**src/rtl/corr_pkg.sv**
```systemverilog
// Shared types and helpers for the correlator sequencer: FSM state encoding,
// default sizing and a saturating counter increment.
package corr_pkg;

  typedef enum logic [1:0] {
    COLLECT = 2'd0,
    LOAD    = 2'd1,
    WAIT    = 2'd2
  } state_t;

  localparam int DEF_WIDTH   = 3;
  localparam int DEF_CNT_W   = 8;
  localparam int DEF_TIMEOUT = 15;

  // Increment val, holding at the all-ones value of a w-bit counter (w <= 32).
  function automatic logic [31:0] sat_inc(input logic [31:0] val, input int unsigned w);
    logic [31:0] max_v;
    max_v = 32'hFFFF_FFFF >> (32 - w);
    return (val == max_v) ? val : val + 32'd1;
  endfunction

endpackage

```
**src/rtl/correlator_ctrl_if.sv**
```systemverilog
// Serial bit stream and correlator handshake bundle. The master side feeds bits
// and returns correlator results; the slave side is the sequencer.
interface correlator_ctrl_if import corr_pkg::*; #(
  parameter int WIDTH = DEF_WIDTH
) ();
  logic             bit_in;
  logic             bit_valid;
  logic             bit_ready;
  logic [WIDTH-1:0] corr_data;
  logic             corr_load;
  logic             corr_done;
  logic             corr_match;

  modport master (
    output bit_in, bit_valid, corr_done, corr_match,
    input  bit_ready, corr_data, corr_load
  );

  modport slave (
    input  bit_in, bit_valid, corr_done, corr_match,
    output bit_ready, corr_data, corr_load
  );
endinterface

```
**src/rtl/corr_watchdog.sv**
```systemverilog
// WAIT-phase watchdog: reloads while the frame is being handed off and counts
// down during WAIT; o_expire is high on the TIMEOUT-th WAIT cycle.
module corr_watchdog import corr_pkg::*; #(
  parameter int TIMEOUT = DEF_TIMEOUT
) (
  input  logic clk,
  input  logic rst,
  input  logic i_load,
  input  logic i_run,
  output logic o_expire
);
  localparam int CW = (TIMEOUT > 1) ? $clog2(TIMEOUT) : 1;

  logic [CW-1:0] r_cnt;

  always_ff @(posedge clk) begin
    if (rst) begin
      r_cnt <= '0;
    end else if (i_load) begin
      r_cnt <= CW'(TIMEOUT - 1);
    end else if (i_run && (r_cnt != '0)) begin
      r_cnt <= r_cnt - CW'(1);
    end
  end

  assign o_expire = i_run && (r_cnt == '0);
endmodule

```
**src/rtl/correlator_ctrl.sv**
```systemverilog
// Frame sequencer between the serial bit input and the correlator: assembles
// WIDTH bits, strobes the correlator, counts results. Optional WAIT watchdog: CORR_CTRL_WATCHDOG_EN.
module correlator_ctrl import corr_pkg::*; #(
  parameter int WIDTH   = DEF_WIDTH,
  parameter int CNT_W   = DEF_CNT_W,
  parameter int TIMEOUT = DEF_TIMEOUT
) (
  input  logic                 clk,
  input  logic                 rst,
  input  logic                 clr,
  correlator_ctrl_if.slave     bus,
  output logic                 busy,
  output logic [CNT_W-1:0]     frame_cnt,
  output logic [CNT_W-1:0]     match_cnt,
  output logic                 timeout_err
);
  localparam int IDX_W = $clog2(WIDTH);

  state_t           r_state;
  state_t           w_state_next;
  logic [IDX_W-1:0] r_idx;
  logic [WIDTH-1:0] r_corr_data;
  logic [CNT_W-1:0] r_frame_cnt;
  logic [CNT_W-1:0] r_match_cnt;
  logic             w_accept;
  logic             w_last_bit;
  logic             w_done_ok;
  logic             w_expire;

  assign w_accept   = bus.bit_valid && (r_state == COLLECT);
  assign w_last_bit = (r_idx == IDX_W'(WIDTH - 1));
  assign w_done_ok  = bus.corr_done && (r_state == WAIT);

  always_ff @(posedge clk) begin
    if (rst) begin
      r_state <= COLLECT;
    end else begin
      r_state <= w_state_next;
    end
  end

  always_comb begin
    w_state_next = r_state;
    case (r_state)
      COLLECT: if (w_accept && w_last_bit) w_state_next = LOAD;
      LOAD:    w_state_next = WAIT;
      WAIT:    if (w_done_ok || w_expire) w_state_next = COLLECT;
      default: w_state_next = COLLECT;
    endcase
    if (clr) begin
      w_state_next = COLLECT;
    end
  end

  // clr discards a bit offered in the same cycle and leaves corr_data untouched.
  always_ff @(posedge clk) begin
    if (rst) begin
      r_idx       <= '0;
      r_corr_data <= '0;
      r_frame_cnt <= '0;
      r_match_cnt <= '0;
    end else if (clr) begin
      r_idx       <= '0;
      r_frame_cnt <= '0;
      r_match_cnt <= '0;
    end else begin
      if (w_accept) begin
        r_corr_data <= {r_corr_data[WIDTH-2:0], bus.bit_in};
        r_idx       <= w_last_bit ? '0 : r_idx + IDX_W'(1);
      end
      if (w_done_ok) begin
        r_frame_cnt <= CNT_W'(sat_inc(32'(r_frame_cnt), CNT_W));
        if (bus.corr_match) begin
          r_match_cnt <= CNT_W'(sat_inc(32'(r_match_cnt), CNT_W));
        end
      end
    end
  end

`ifdef CORR_CTRL_WATCHDOG_EN
  logic r_timeout_err;

  corr_watchdog #(.TIMEOUT(TIMEOUT)) u_watchdog (
    .clk      (clk),
    .rst      (rst),
    .i_load   (r_state == LOAD),
    .i_run    (r_state == WAIT),
    .o_expire (w_expire)
  );

  // A done arriving on the expiry cycle takes precedence over the abort.
  always_ff @(posedge clk) begin
    if (rst || clr) begin
      r_timeout_err <= 1'b0;
    end else if (w_expire && !bus.corr_done) begin
      r_timeout_err <= 1'b1;
    end
  end

  assign timeout_err = r_timeout_err;
`else
  logic w_unused_timeout;
  assign w_unused_timeout = ^32'(TIMEOUT);
  assign w_expire         = 1'b0;
  assign timeout_err      = 1'b0;
`endif

  assign bus.bit_ready = (r_state == COLLECT);
  assign bus.corr_load = (r_state == LOAD);
  assign bus.corr_data = r_corr_data;
  assign busy          = (r_state == LOAD) || (r_state == WAIT);
  assign frame_cnt     = r_frame_cnt;
  assign match_cnt     = r_match_cnt;
endmodule
```
**src/flat_wrapper.sv**
```systemverilog
// flat-port wrapper written by rule: the top's interface ports become plain ports
module correlator_ctrl_flat import corr_pkg::*;
#(
  parameter int WIDTH   = DEF_WIDTH,
  parameter int CNT_W   = DEF_CNT_W,
  parameter int TIMEOUT = DEF_TIMEOUT
)
  (clk, rst, clr, busy, frame_cnt, match_cnt, timeout_err, bus_bit_in, bus_bit_valid, bus_corr_done, bus_corr_match, bus_bit_ready, bus_corr_data, bus_corr_load);
  correlator_ctrl_if #(.WIDTH(WIDTH)) bus_i ();
  input  logic clk;
  input  logic rst;
  input  logic clr;
  output logic busy;
  output logic [CNT_W-1:0] frame_cnt;
  output logic [CNT_W-1:0] match_cnt;
  output logic timeout_err;
  input wire logic [$bits(bus_i.bit_in)-1:0] bus_bit_in;
  input wire logic [$bits(bus_i.bit_valid)-1:0] bus_bit_valid;
  input wire logic [$bits(bus_i.corr_done)-1:0] bus_corr_done;
  input wire logic [$bits(bus_i.corr_match)-1:0] bus_corr_match;
  output wire logic [$bits(bus_i.bit_ready)-1:0] bus_bit_ready;
  output wire logic [$bits(bus_i.corr_data)-1:0] bus_corr_data;
  output wire logic [$bits(bus_i.corr_load)-1:0] bus_corr_load;
  assign bus_i.bit_in = bus_bit_in;
  assign bus_i.bit_valid = bus_bit_valid;
  assign bus_i.corr_done = bus_corr_done;
  assign bus_i.corr_match = bus_corr_match;
  assign bus_bit_ready = bus_i.bit_ready;
  assign bus_corr_data = bus_i.corr_data;
  assign bus_corr_load = bus_i.corr_load;
  correlator_ctrl #(.WIDTH(WIDTH), .CNT_W(CNT_W), .TIMEOUT(TIMEOUT)) u_core (.clk(clk), .rst(rst), .clr(clr), .bus(bus_i), .busy(busy), .frame_cnt(frame_cnt), .match_cnt(match_cnt), .timeout_err(timeout_err));
endmodule
```
**config.mk**
```make
export PLATFORM = sky130hd
export DESIGN_NAME = correlator_ctrl_flat
export DESIGN_NICKNAME = d
export VERILOG_FILES = /design/src/rtl/corr_pkg.sv /design/src/rtl/correlator_ctrl_if.sv /design/src/rtl/corr_watchdog.sv /design/src/rtl/correlator_ctrl.sv /design/src/flat_wrapper.sv
export SDC_FILE = /design/constraint.sdc
export NUM_CORES = 1
export LEC_CHECK = 0
export ABC_CLOCK_PERIOD_IN_PS = 1800
export BUFFER_PORTS_ARGS = -buffer_cell sky130_fd_sc_hd__buf_2
export CORE_ASPECT_RATIO = 1.25
export CORE_UTILIZATION = 40
export DETAILED_ROUTE_END_ITERATION = 7
export HOLD_SLACK_MARGIN = 0.08
export PLACE_DENSITY_LB_ADDON = 0.3
export SYNTH_ARGS = -nofsm -noshare
export SYNTH_HDL_FRONTEND = slang
export SYNTH_SLANG_ARGS = --single-unit
```
**constraint.sdc**
```tcl
create_clock -name clk -period 1.8 [get_ports clk]
set_clock_uncertainty 0.1 [all_clocks]
set_input_delay 0.36 -clock clk [delete_from_list [all_inputs] [get_ports clk]]
set_output_delay 0.36 -clock clk [all_outputs]
set_load 0.005 [all_outputs]
```
* Yosys cells after proc, flatten, opt, wreduce, memory -nomap -nowiden
Index checks and enable logic that the tools add are counted.
Word-level totals: memory bits (read-only) 0, input bits 7, memories kept 0, bits in latches 0, word-level logic and storage cells 32, output and inout port bits 23, bits in registers 23, RAM bits 0
Operators by class: eq/ne operators 7, shift operators 0, multiply operators 0, divide/modulo/power cells 0, bitwise operators 3, reduce and logical (&&, ||, !) cells 10, mux-type cells 4, order comparisons 0, add/subtract/negate cells 3
Operator list (number):
- 8-bit by 1-bit adder with 8-bit output, second input constant | 2
- 8-bit == test, second input constant | 2
- 2-bit 2-to-1 mux | 3
- 2-bit case mux with 3 select lines | 1
- 2-bit AND reduction | 3
- 2-bit == test, second input constant | 2
- 2-bit by 1-bit != test with 1-bit output, second input constant | 2
- 1-bit logical AND | 3
- 1-bit inverter | 3
- 3-bit AND reduction | 1
- 2-bit by 1-bit adder with 2-bit output, second input constant | 1
- 2-bit by 1-bit == test with 1-bit output, second input constant | 1
- 2-bit logical NOT | 1
- 2-bit OR reduction | 1
- 1-bit logical OR | 1

* Longest topological paths before layout
word-level depth 5, gate-level depth with buffers 7, mapped depth without buffers 6

* Worst setup path after synthesis
Ideal clock, no wire load.
kind reg2reg, start point register u_core.r_match_cnt[0] (netlist: u_core.match_cnt[0]), end point register u_core.r_match_cnt[5] (netlist: u_core.match_cnt[5]), stages on the path, launching flop included 7, library setup time 0.071 ns, data arrival time 1.481 ns, setup slack 0.148 ns, path buffers 1, required time 1.629 ns, clock period less this slack 1.652 ns, cells stage by stage dfxtp_1 -> ha_1 -> and4_1 -> buf_6 -> a21o_1 -> or3_1 -> a21oi_1
Between the ends: word-level cells in the longest chain between the ends 3, elaborated cells between the ends (all ways) 4, those cells by class add/sub: 1; eq/ne: 1; bitwise: 1; reduce/logical: 1
Ends and longest elaborated chain:
- from (decl) | line correlator_ctrl.sv:24 | logic [CNT_W-1:0] r_match_cnt;
- from (signal assigned) | line correlator_ctrl.sv:74 | r_match_cnt <= CNT_W'(sat_inc(32'(r_match_cnt), CNT_W));
- parallel branches: the longest is 3 deep, another holds 8-bit by 1-bit adder with 8-bit output
Parallel ways; which one is timed is not known. A chain may end at the register's enable or synchronous reset.

* Final worst setup path
Ends and elaborated chain as after synthesis.

==> metrics <==
synth warn=0; Syn Std Cell Area=approximately 1100 µm²; Vias=1046; Netlist cell types=33; share of cells above drive strength 1=25.0%; max_cap viols=0; Synth Register Bits=23; EDFF count, synth=0; Cell Rows=21; CTS tree=built; Comb pwr share=4.2%; Fmax=0.596 GHz; H-tree levels=1; Worst-Skew Late Latency=310 ps; max incr delay on CP=360 ps; grt ovf=0; Hold Fails Final Rpt=0; area grow syn2layout=17.7%; Worst setup SP type=flip-flop; Final Setup Violations=0; Detail Route Antenna Nets=0; HP Class=input pin to flip-flop; syn avg cell area=8.58 µm²; Pint=0.607 mW; ant diodes=0; Clock Tree Root=clkbuf_4; RSZ-0062 raised after global routing=false; dpl hpwl=1.80 mm; DIE AREA=3030 µm²; I/O pin cnt=30; Via-to-Cell Ratio=5.39; CP max stage cell=dfxtp_2; crit end category=flip-flop; Bufs on Longest Clock Path=2; critical path data arrival time=between 1500 and 2000 ps; Clock power frac=30.5%; Critical path buffers and inverters=0; total track usage=between 15 and 20%; Max VDD drop=372 µV; Detailed Route Iter0 Violations=15; Detailed Route WL=between 2 and 2.5 mm; Wirelength per Cell=roughly 12 µm; post-route setup slack=122 ps; synthesized net count=approximately 140; Reg clk slew, reported paths=130 ps; Core Area=2680 µm²; initial cell density of the core=41.9%; async set or reset register ratio after synthesis=0%; global placement routability congestion=0.792; initial antenna violation count=0; pwr dens=between 500 and 600 nW/µm²; number of hold buffers added after cts=0; period utilisation layout=93.2%; NumNets Final=around 170; setup TNS=0 ps; synthesized instance count=131; post-route minimum period=roughly 1700 ps; Worst Path Required=1950 ps; Cell Chain, Critical Path=ha_1 -> and4_1 -> a21o_1 -> or3_1 -> a21oi_1; Sw Share=22.8%; Die Y=61.3 µm; Finished Core Util=49.3%; vias in the first global route=940; first-pass GRT wire length=4.00 mm; clock sinks=23; Reg power frac=65.3%; Die X=49.4 µm; Critical Path Fanout Max=6; critical path class=flip-flop to flip-flop; CTS buffer count=3; DRC Markers=0; sequential area share after synthesis=41.0%; Pre-Repair DR Iteration Count=4; PortBufs=28; fillcell total=281; Synth Flop Type=dfxtp_1; outcome=completed; largest net degree at the start of global routing=17; Worst path top cell family by delay=simple AND/OR/NAND/NOR gates; Leakage=0.602 nW; Place WS=132 ps; Slew Limit Fails=0; switching power=0.180 mW
## path summary, 6_finish.rpt
check                            endpoint  cells past startpoint  slack [ps]                     from
setup reg to reg      u_core.match_cnt[5]                      5         120      u_core.match_cnt[0]
setup / recovery      u_core.match_cnt[5]                      5         120      u_core.match_cnt[0]
hold reg to reg   u_core.bus.corr_data[2]                      2         380  u_core.bus.corr_data[1]
hold / removal    u_core.bus.corr_data[1]                      2         170                      rst
## synthesized netlist by cell type, types with 3 or more instances
master    number  area share [%]
clkbuf_1       3             1.0
inv_1          4             1.3
dfxtp_1       23              41
and3_1         4             2.2
ha_1           5             5.6
nor2_1        15             5.0
a211oi_1       3             2.0
nand2_1       10             3.3
xor2_1         3             2.3
a21oi_1       11             4.9
nand3_1        4             1.8
mux2i_1        6             5.3
nand4_1        7             3.9
o21ai_0        8             3.6
## final cells by class
cell class	count	area [µm²]	share of cell area [%]
clock buffer	3	22.5	1.70
clock inverter	1	5.00	0.378
inverter	4	15.0	1.14
multi-input combinational	99	621	46.9
sequential	23	462	34.9
tap	34	42.5	3.22
timing repair buffer	30	155	11.7
## what timing repair did
action	in CTS	in global routing
endpoints found under the setup margin	0	3
resized for setup	0	4
buffers inserted	0	0
## cells in the final DEF, fill, tap and decap left out
| cell type | instances |
|---|---|
| a311oi_1 | 1 |
| conb_1 | 1 |
| xor2_1 | 3 |
| inv_2 | 1 |
| a41o_2 | 1 |
| and2_1 | 2 |
| dfxtp_1 | 22 |
| buf_4 | 2 |
| a21o_1 | 1 |
| and4_1 | 1 |
| nor3b_1 | 1 |
| nand3_1 | 4 |
| o21ai_0 | 7 |
| mux2i_1 | 6 |
| o21ai_1 | 1 |
| or2_2 | 2 |
| a31oi_1 | 2 |
| o211ai_1 | 2 |
| clkinv_2 | 1 |
| nor3_1 | 1 |
| a211oi_1 | 3 |
| buf_2 | 28 |
| nor2b_1 | 1 |
| nand3b_1 | 1 |
| ha_1 | 4 |
| o211a_1 | 2 |
| dfxtp_2 | 1 |
| and3_1 | 4 |
| nand2_1 | 10 |
| or3_1 | 2 |
| nand4_1 | 7 |
| a41o_1 | 1 |
| a21boi_0 | 1 |
| ha_2 | 1 |
| inv_1 | 3 |
| nor2_1 | 15 |
| clkbuf_4 | 3 |
| a21oi_1 | 11 |
## layer usage
| layer | track usage (%) | part of all wire, % |
|---|---|---|
| met3 | 2.47 | 3.0 |
| met2 | 31.3 | 50 |
| met4 | 6.94 | 0.61 |
| met1 | 20.3 | 46 |
| met5 | 0 | 0 |
## sequential cells by signal, summed over array words and instances, names as in the netlist
register / flops
u_core.bus.corr_data: 3
u_core.r_idx: 2
u_core.r_state: 2
u_core.frame_cnt: 8
u_core.match_cnt: 8
## metrics by stage
step	hold WS, ps	cell area (µm²)	instances	total power, mW
finish	168	1320	194	0.787
global placement	347	1290	190	0.558
floorplan	329	1120	131	0.545
global route	164	1320	194	0.823
CTS	160	1320	194	0.796
detailed placement	356	1290	190	0.559
## logic make-up (layout without fill, tap and decap cells)
family / count (synthesis) / count (layout) / synth area share (%)
adders and majority gates: 5 / 5 / 5.57
DFF: 23 / 23 / 41.0
AOI/OAI and AO/OA: 33 / 33 / 18.7
other: 1 / 1 / 0.334
buffers and inverters: 9 / 38 / 4.01
xor gates and xnor gates: 3 / 3 / 2.34
and+or+nand+nor: 51 / 51 / 22.7
muxes: 6 / 6 / 5.35
## worst reg2reg max path: stages, from the launching register on
cell	delay [ps]
dfxtp_2	360
ha_1	210
and4_1	260
a21o_1	200
or3_1	340
a21oi_1	150
## power by group through the flow
stage	combinational (mW)	sequential, mW	clock [mW]
floorplan	0.0195	0.525	0
global route	0.0371	0.515	0.271
finish	0.0329	0.514	0.240
CTS	0.0339	0.514	0.249
global placement	0.0326	0.525	0
detailed placement	0.0338	0.525	0
(Power assumes the default switching activity.)
